===== config.mk =====
export PLATFORM = sky130hd
export DESIGN_NAME = agc_loop_ctrl
export DESIGN_NICKNAME = d
export VERILOG_FILES = /design/src/rtl/agc_loop_ctrl.sv
export SDC_FILE = /design/constraint.sdc
export NUM_CORES = 1
export LEC_CHECK = 0
export ABC_AREA = 1
export BUFFER_PORTS_ARGS = -buffer_cell sky130_fd_sc_hd__buf_2
export CORE_MARGIN = 3
export CORE_UTILIZATION = 25
export DETAILED_ROUTE_END_ITERATION = 16
export SYNTH_ARGS = -nofsm -noshare
export SYNTH_HDL_FRONTEND = slang
export SYNTH_SLANG_ARGS = --single-unit

===== constraint.sdc =====
create_clock -name clk -period 4.4 [get_ports clk]
set_clock_uncertainty 0.15 [all_clocks]
set_input_delay 0 -clock clk [delete_from_list [all_inputs] [get_ports clk]]
set_output_delay 0 -clock clk [all_outputs]
set_load 0.02 [all_outputs]

===== src/rtl/agc_loop_ctrl.sv =====
// AGC closed-loop controller: steps a 7-bit PWM threshold toward the power target,
// declares lock with hysteresis, and generates the shadowed PWM gain waveform.
module agc_loop_ctrl #(
  parameter int unsigned TH_INIT = 64,
  parameter int unsigned SKIP_N  = 1
) (
  input  logic       clk,
  input  logic       reset_n,
  input  logic       agc_en,
  input  logic [8:0] pwr_est_dB,
  input  logic       pwr_est_end,
  input  logic [8:0] pwr_target,
  input  logic [3:0] lock_win,
  input  logic [2:0] lock_cnt_th,
  input  logic [1:0] pwm_step,
  input  logic       pwm_ena,
  input  logic       pwm_inv,
  input  logic       pwm_th_ena,
  input  logic [6:0] pwm_th_in,
  input  logic [6:0] pwm_max_val,
  output logic [6:0] pwm_th_out,
  output logic       pwm_out,
  output logic       agc_fix,
  output logic [7:0] pwr_est_val
);

  localparam int unsigned TH_W   = 7;
  localparam int unsigned ERR_W  = 10;
  localparam int unsigned CALC_W = 9;

  typedef enum logic [1:0] {S_IDLE, S_WAIT, S_EVAL} state_t;

  state_t            state, state_nxt;
  logic [1:0]        skip_cnt, skip_nxt;
  logic [2:0]        lock_cnt, lock_nxt;
  logic [ERR_W-1:0]  err, err_nxt;
  logic              fix_nxt;
  logic [TH_W-1:0]   th_nxt;
  logic [7:0]        val_nxt;
  logic [TH_W-1:0]   pwm_cnt, th_shadow;

  // Error magnitude and window classification of the latched estimate
  logic [ERR_W-1:0]  abs_err;
  logic              in_win, hyst_out;
  assign abs_err  = err[ERR_W-1] ? ERR_W'(-err) : err;
  assign in_win   = abs_err <= ERR_W'(lock_win);
  assign hyst_out = abs_err > ERR_W'({lock_win, 1'b0});

  // Candidate threshold in signed 9-bit, then clamped to [0, pwm_max_val]
  logic [3:0]        step_mag;
  logic [CALC_W-1:0] th_ext, th_cand;
  logic [TH_W-1:0]   th_clamp, th_manual;
  logic [2:0]        lock_lim, lock_inc;
  assign step_mag = 4'b0001 << pwm_step;
  assign th_ext   = CALC_W'(pwm_th_out);
  assign th_cand  = in_win      ? th_ext :
                    err[ERR_W-1] ? th_ext + CALC_W'(step_mag) : th_ext - CALC_W'(step_mag);
  assign th_clamp = th_cand[CALC_W-1]                    ? '0 :
                    (th_cand[7:0] > {1'b0, pwm_max_val}) ? pwm_max_val : th_cand[TH_W-1:0];
  assign th_manual = (pwm_th_in < pwm_max_val) ? pwm_th_in : pwm_max_val;
  assign lock_lim  = (lock_cnt_th == 3'd0) ? 3'd1 : lock_cnt_th;
  assign lock_inc  = (lock_cnt == 3'd7) ? 3'd7 : lock_cnt + 3'd1;

  always_ff @(posedge clk or negedge reset_n) begin
    if (!reset_n) begin
      state       <= S_IDLE;
      skip_cnt    <= '0;
      lock_cnt    <= '0;
      err         <= '0;
      agc_fix     <= 1'b0;
      pwm_th_out  <= TH_W'(TH_INIT);
      pwr_est_val <= '0;
    end else begin
      state       <= state_nxt;
      skip_cnt    <= skip_nxt;
      lock_cnt    <= lock_nxt;
      err         <= err_nxt;
      agc_fix     <= fix_nxt;
      pwm_th_out  <= th_nxt;
      pwr_est_val <= val_nxt;
    end
  end

  always_comb begin
    state_nxt = state;
    skip_nxt  = skip_cnt;
    lock_nxt  = lock_cnt;
    err_nxt   = err;
    fix_nxt   = agc_fix;
    th_nxt    = pwm_th_out;
    val_nxt   = pwr_est_val;
    if (!agc_en) begin
      state_nxt = S_IDLE;
      skip_nxt  = '0;
      lock_nxt  = '0;
      fix_nxt   = 1'b0;
    end else begin
      case (state)
        S_IDLE: state_nxt = S_WAIT;
        S_WAIT: begin
          if (pwr_est_end) begin
            if (skip_cnt == 2'd0) begin
              state_nxt = S_EVAL;
              err_nxt   = ERR_W'({1'b0, pwr_est_dB}) - ERR_W'({1'b0, pwr_target});
              val_nxt   = pwr_est_dB[8:1];
            end else begin
              skip_nxt = skip_cnt - 2'd1;
            end
          end
        end
        S_EVAL: begin
          state_nxt = S_WAIT;
          if (!pwm_th_ena) begin
            th_nxt = th_clamp;
            if (th_clamp != pwm_th_out) skip_nxt = 2'(SKIP_N);
            if (in_win) begin
              lock_nxt = lock_inc;
              if (lock_inc >= lock_lim) fix_nxt = 1'b1;
            end else begin
              lock_nxt = '0;
              if (hyst_out) fix_nxt = 1'b0;
            end
          end
        end
        default: state_nxt = S_IDLE;
      endcase
    end
    // Manual override wins over the loop every cycle
    if (pwm_th_ena) begin
      th_nxt   = th_manual;
      lock_nxt = '0;
      fix_nxt  = 1'b0;
    end
  end

  // PWM: threshold is shadowed at the counter wrap so no period is glitched
  always_ff @(posedge clk or negedge reset_n) begin
    if (!reset_n) begin
      pwm_cnt   <= '0;
      th_shadow <= TH_W'(TH_INIT);
      pwm_out   <= 1'b0;
    end else begin
      pwm_cnt <= pwm_cnt + TH_W'(1);
      if (pwm_cnt == TH_W'(127)) th_shadow <= pwm_th_out;
      pwm_out <= pwm_ena ? ((pwm_cnt < th_shadow) ^ pwm_inv) : pwm_inv;
    end
  end

endmodule

==> reports/results.ini <==
[cells_and_area]
antennaDiodeCount=0
final_cell_mix=nand2_1, inv_1, buf_2
layout_commonest_cell=nand2_1
nNetsFinal=817
area_growth_syn_to_layout_pct=29.3
drive_above_1_share_pct=24.4
postLayoutCellArea_mm2=0.00571

[place]
hpwl_mm=8.65
portBuffers=64
placed_area_mm2=0.00500
gp_congestion=0.840

[setup_path]
cp_top_family=simple AND/OR/NAND/NOR gates
cp.buffers_inverters=6
cp.required_ps=4430
cp-start-kind=register
crit_arrival_ps=4250
critical_path_class=register to register
cpMaxStageDelayCell=dfrtp_1
critPathMaxStageDelay_ps=400
end_kind=register
path_common_cell=nand2_2
worstPathMaxFanout=6

[cts]
numCtsBuffers=5
cts_tree=built
clockBufferDepth=2
cts_max_level=2
path_clk_slew_ps=70
clock_sinks=48
clk_latency_ps=290
cts_root_buf=clkbuf_16

[floorplanning]
initial_core_util_pct=26.1
die-area_mm2=0.0193
dieHeight_um=139
coreArea_mm2=0.0169
row_count=47
die_x_um=139
pin_count=65

[route]
first_iter_violations=181
remaining_drc_errors=0
wl_mm=11.4
wl_per_cell_um=12.1
vias=4223
first_pass_iters=5
ant_nets=0
detail_route.vias_per_cell=4.51

[global_routing]
grtUsageTotal_pct=11.5
globalRouteOverflowTotal=0
grt_max_degree=49
grt_pass1_wl_mm=18.8
grt_pass1_vias=3981
antenna_found_initial=0

[pwr]
p_leak_nw=3.00
power_density_mw_per_mm2=688
ir_drop_uv=287
power_mw=3.93

[sta]
setup_tns_ps=0
fin_crit_ps=4220
clock.fmax_mhz=237
finalSetupViolations=0
hold_viol=0
post-route-period-util_pct=95.9
holdWs_ps=15.8
relSlewSlack_pct=47.8
tightest_slew_ps=780
slew_violations=0

[run]
cap_violations=0

[logic_synthesis]
syn_area_per_cell_um2=7.12
ys_warn_count=0
synth_cell_type_count=43
syn_area_mm2=0.00441
synth_seq_cells=48
synthCells=620
synth_seq_area_share_pct=27.3
synth_nets=722

[min_path]
hp-class=input port to register

[status]
status=finished clean

==> repair_timing <==
action                                 in CTS  in global routing
setup buffers                               0                  7
resized for setup                           2                 60
setup endpoints to repair                   2                  5
hold buffers                               21                  0
pin swaps                                   0                 25
endpoints found under the hold margin      65                  0
==> synthesized netlist by cell type, drive strengths merged <==
cell type,instances,share of area [%]
nor2,52,6.0
nand3b,1,0.26
nand4,18,2.6
o21bai,2,0.43
buf,6,1.3
o32ai,1,0.20
ha,51,14
nand3,25,3.2
a31oi,5,0.71
dfrtp,46,26
dfstp,2,1.2
o41ai,1,0.20
nand2,177,17
inv,100,8.5
clkbuf,8,0.68
o211ai,3,0.51
a21boi,1,0.17
nor4,2,0.28
a21oi,32,3.6
xnor2,7,1.4
o31ai,2,0.34
o22a,1,0.20
o21ai,56,6.5
xor2,10,2.0
o22ai,1,0.14
a211o,1,0.20
a211oi,1,0.17
nor3,3,0.34
a21o,2,0.34
fa,3,1.4
==> layout make-up <==
cell class,instances,area [um2]
repair buffers,102,674
well taps,220,275
flip-flops and latches,48,1200
inverters,100,375
clock inverters,2,35.0
multi-input cells,458,3020
clock buffers,6,129
fillers,1812,11200
==> state kept, by name, summed over array words and instances (netlist names) <==
register	flops
pwr_est_val	8
lock_cnt	3
pwm_th_out	7
pwm_out	1
state	2
skip_cnt	2
err	10
pwm_cnt	7
agc_fix	1
th_shadow	7
==> metrics by stage <==
step	std cells	setup WS (ps)	util, %
3_3_place_gp	900	38.0	29.5
2_1_floorplan	620	377	-
3_5_place_dp	900	-24.9	29.5
6_report	936	181	33.7
5_1_grt	936	-85.0	33.7
4_1_cts	929	54.2	31.8
==> layer usage <==
metal  share of wire (%)  routed length [um]  global-route usage, %  up-vias
met5                   0                   0                      0        -
met4                 1.3                 150                   3.19        0
met3                 3.5                 396                   1.34        9
met2                  47                5330                   19.0       82
met1                  48                5490                   15.7     1938
li1                    -                   -                      -     2194
==> final timing paths <==
kind / startpoint / end / slack (ps) / cells past startpoint
setup / recovery: err[0] / skip_cnt[0] / 180 / 33
hold / removal: pwm_th_in[1] / pwm_th_out[1] / 20 / 5
setup reg to reg: err[0] / skip_cnt[0] / 180 / 33
hold reg to reg: state[0] / state[0] / 310 / 1
max in group asynchronous: reset_n / pwm_cnt[6] / 3450 / 3
min in group asynchronous: reset_n / pwr_est_val[5] / 220 / 3
==> tightest hold or removal path: cells and delay by family <==
kind / cells / cell delay [ps]
simple gates: 1 / 50
buf+inv: 1 / 90
compound gates: 3 / 280
==> logic make-up (layout without fill, tap and decap cells) <==
kind of cell | Yosys count | count (layout) | synth area share [%]
AOI/OAI and AO/OA | 109 | 109 | 13.7
xor gates and xnor gates | 17 | 17 | 3.37
adders and majority gates | 54 | 54 | 15.8
buffers and inverters | 114 | 210 | 10.5
DFF | 48 | 48 | 27.3
and+or+nand+nor | 278 | 278 | 29.3
==> power breakdown <==
| part | internal (mW) | leakage [nW] | switching (mW) |
|---|---|---|---|
| Sequential | 0.565 | 0.600 | 0.157 |
| Combinational | 1.11 | 2.32 | 1.66 |
| Clock | 0.268 | 0.0808 | 0.165 |
No activity file was read; power rests on OpenSTA's default activity.
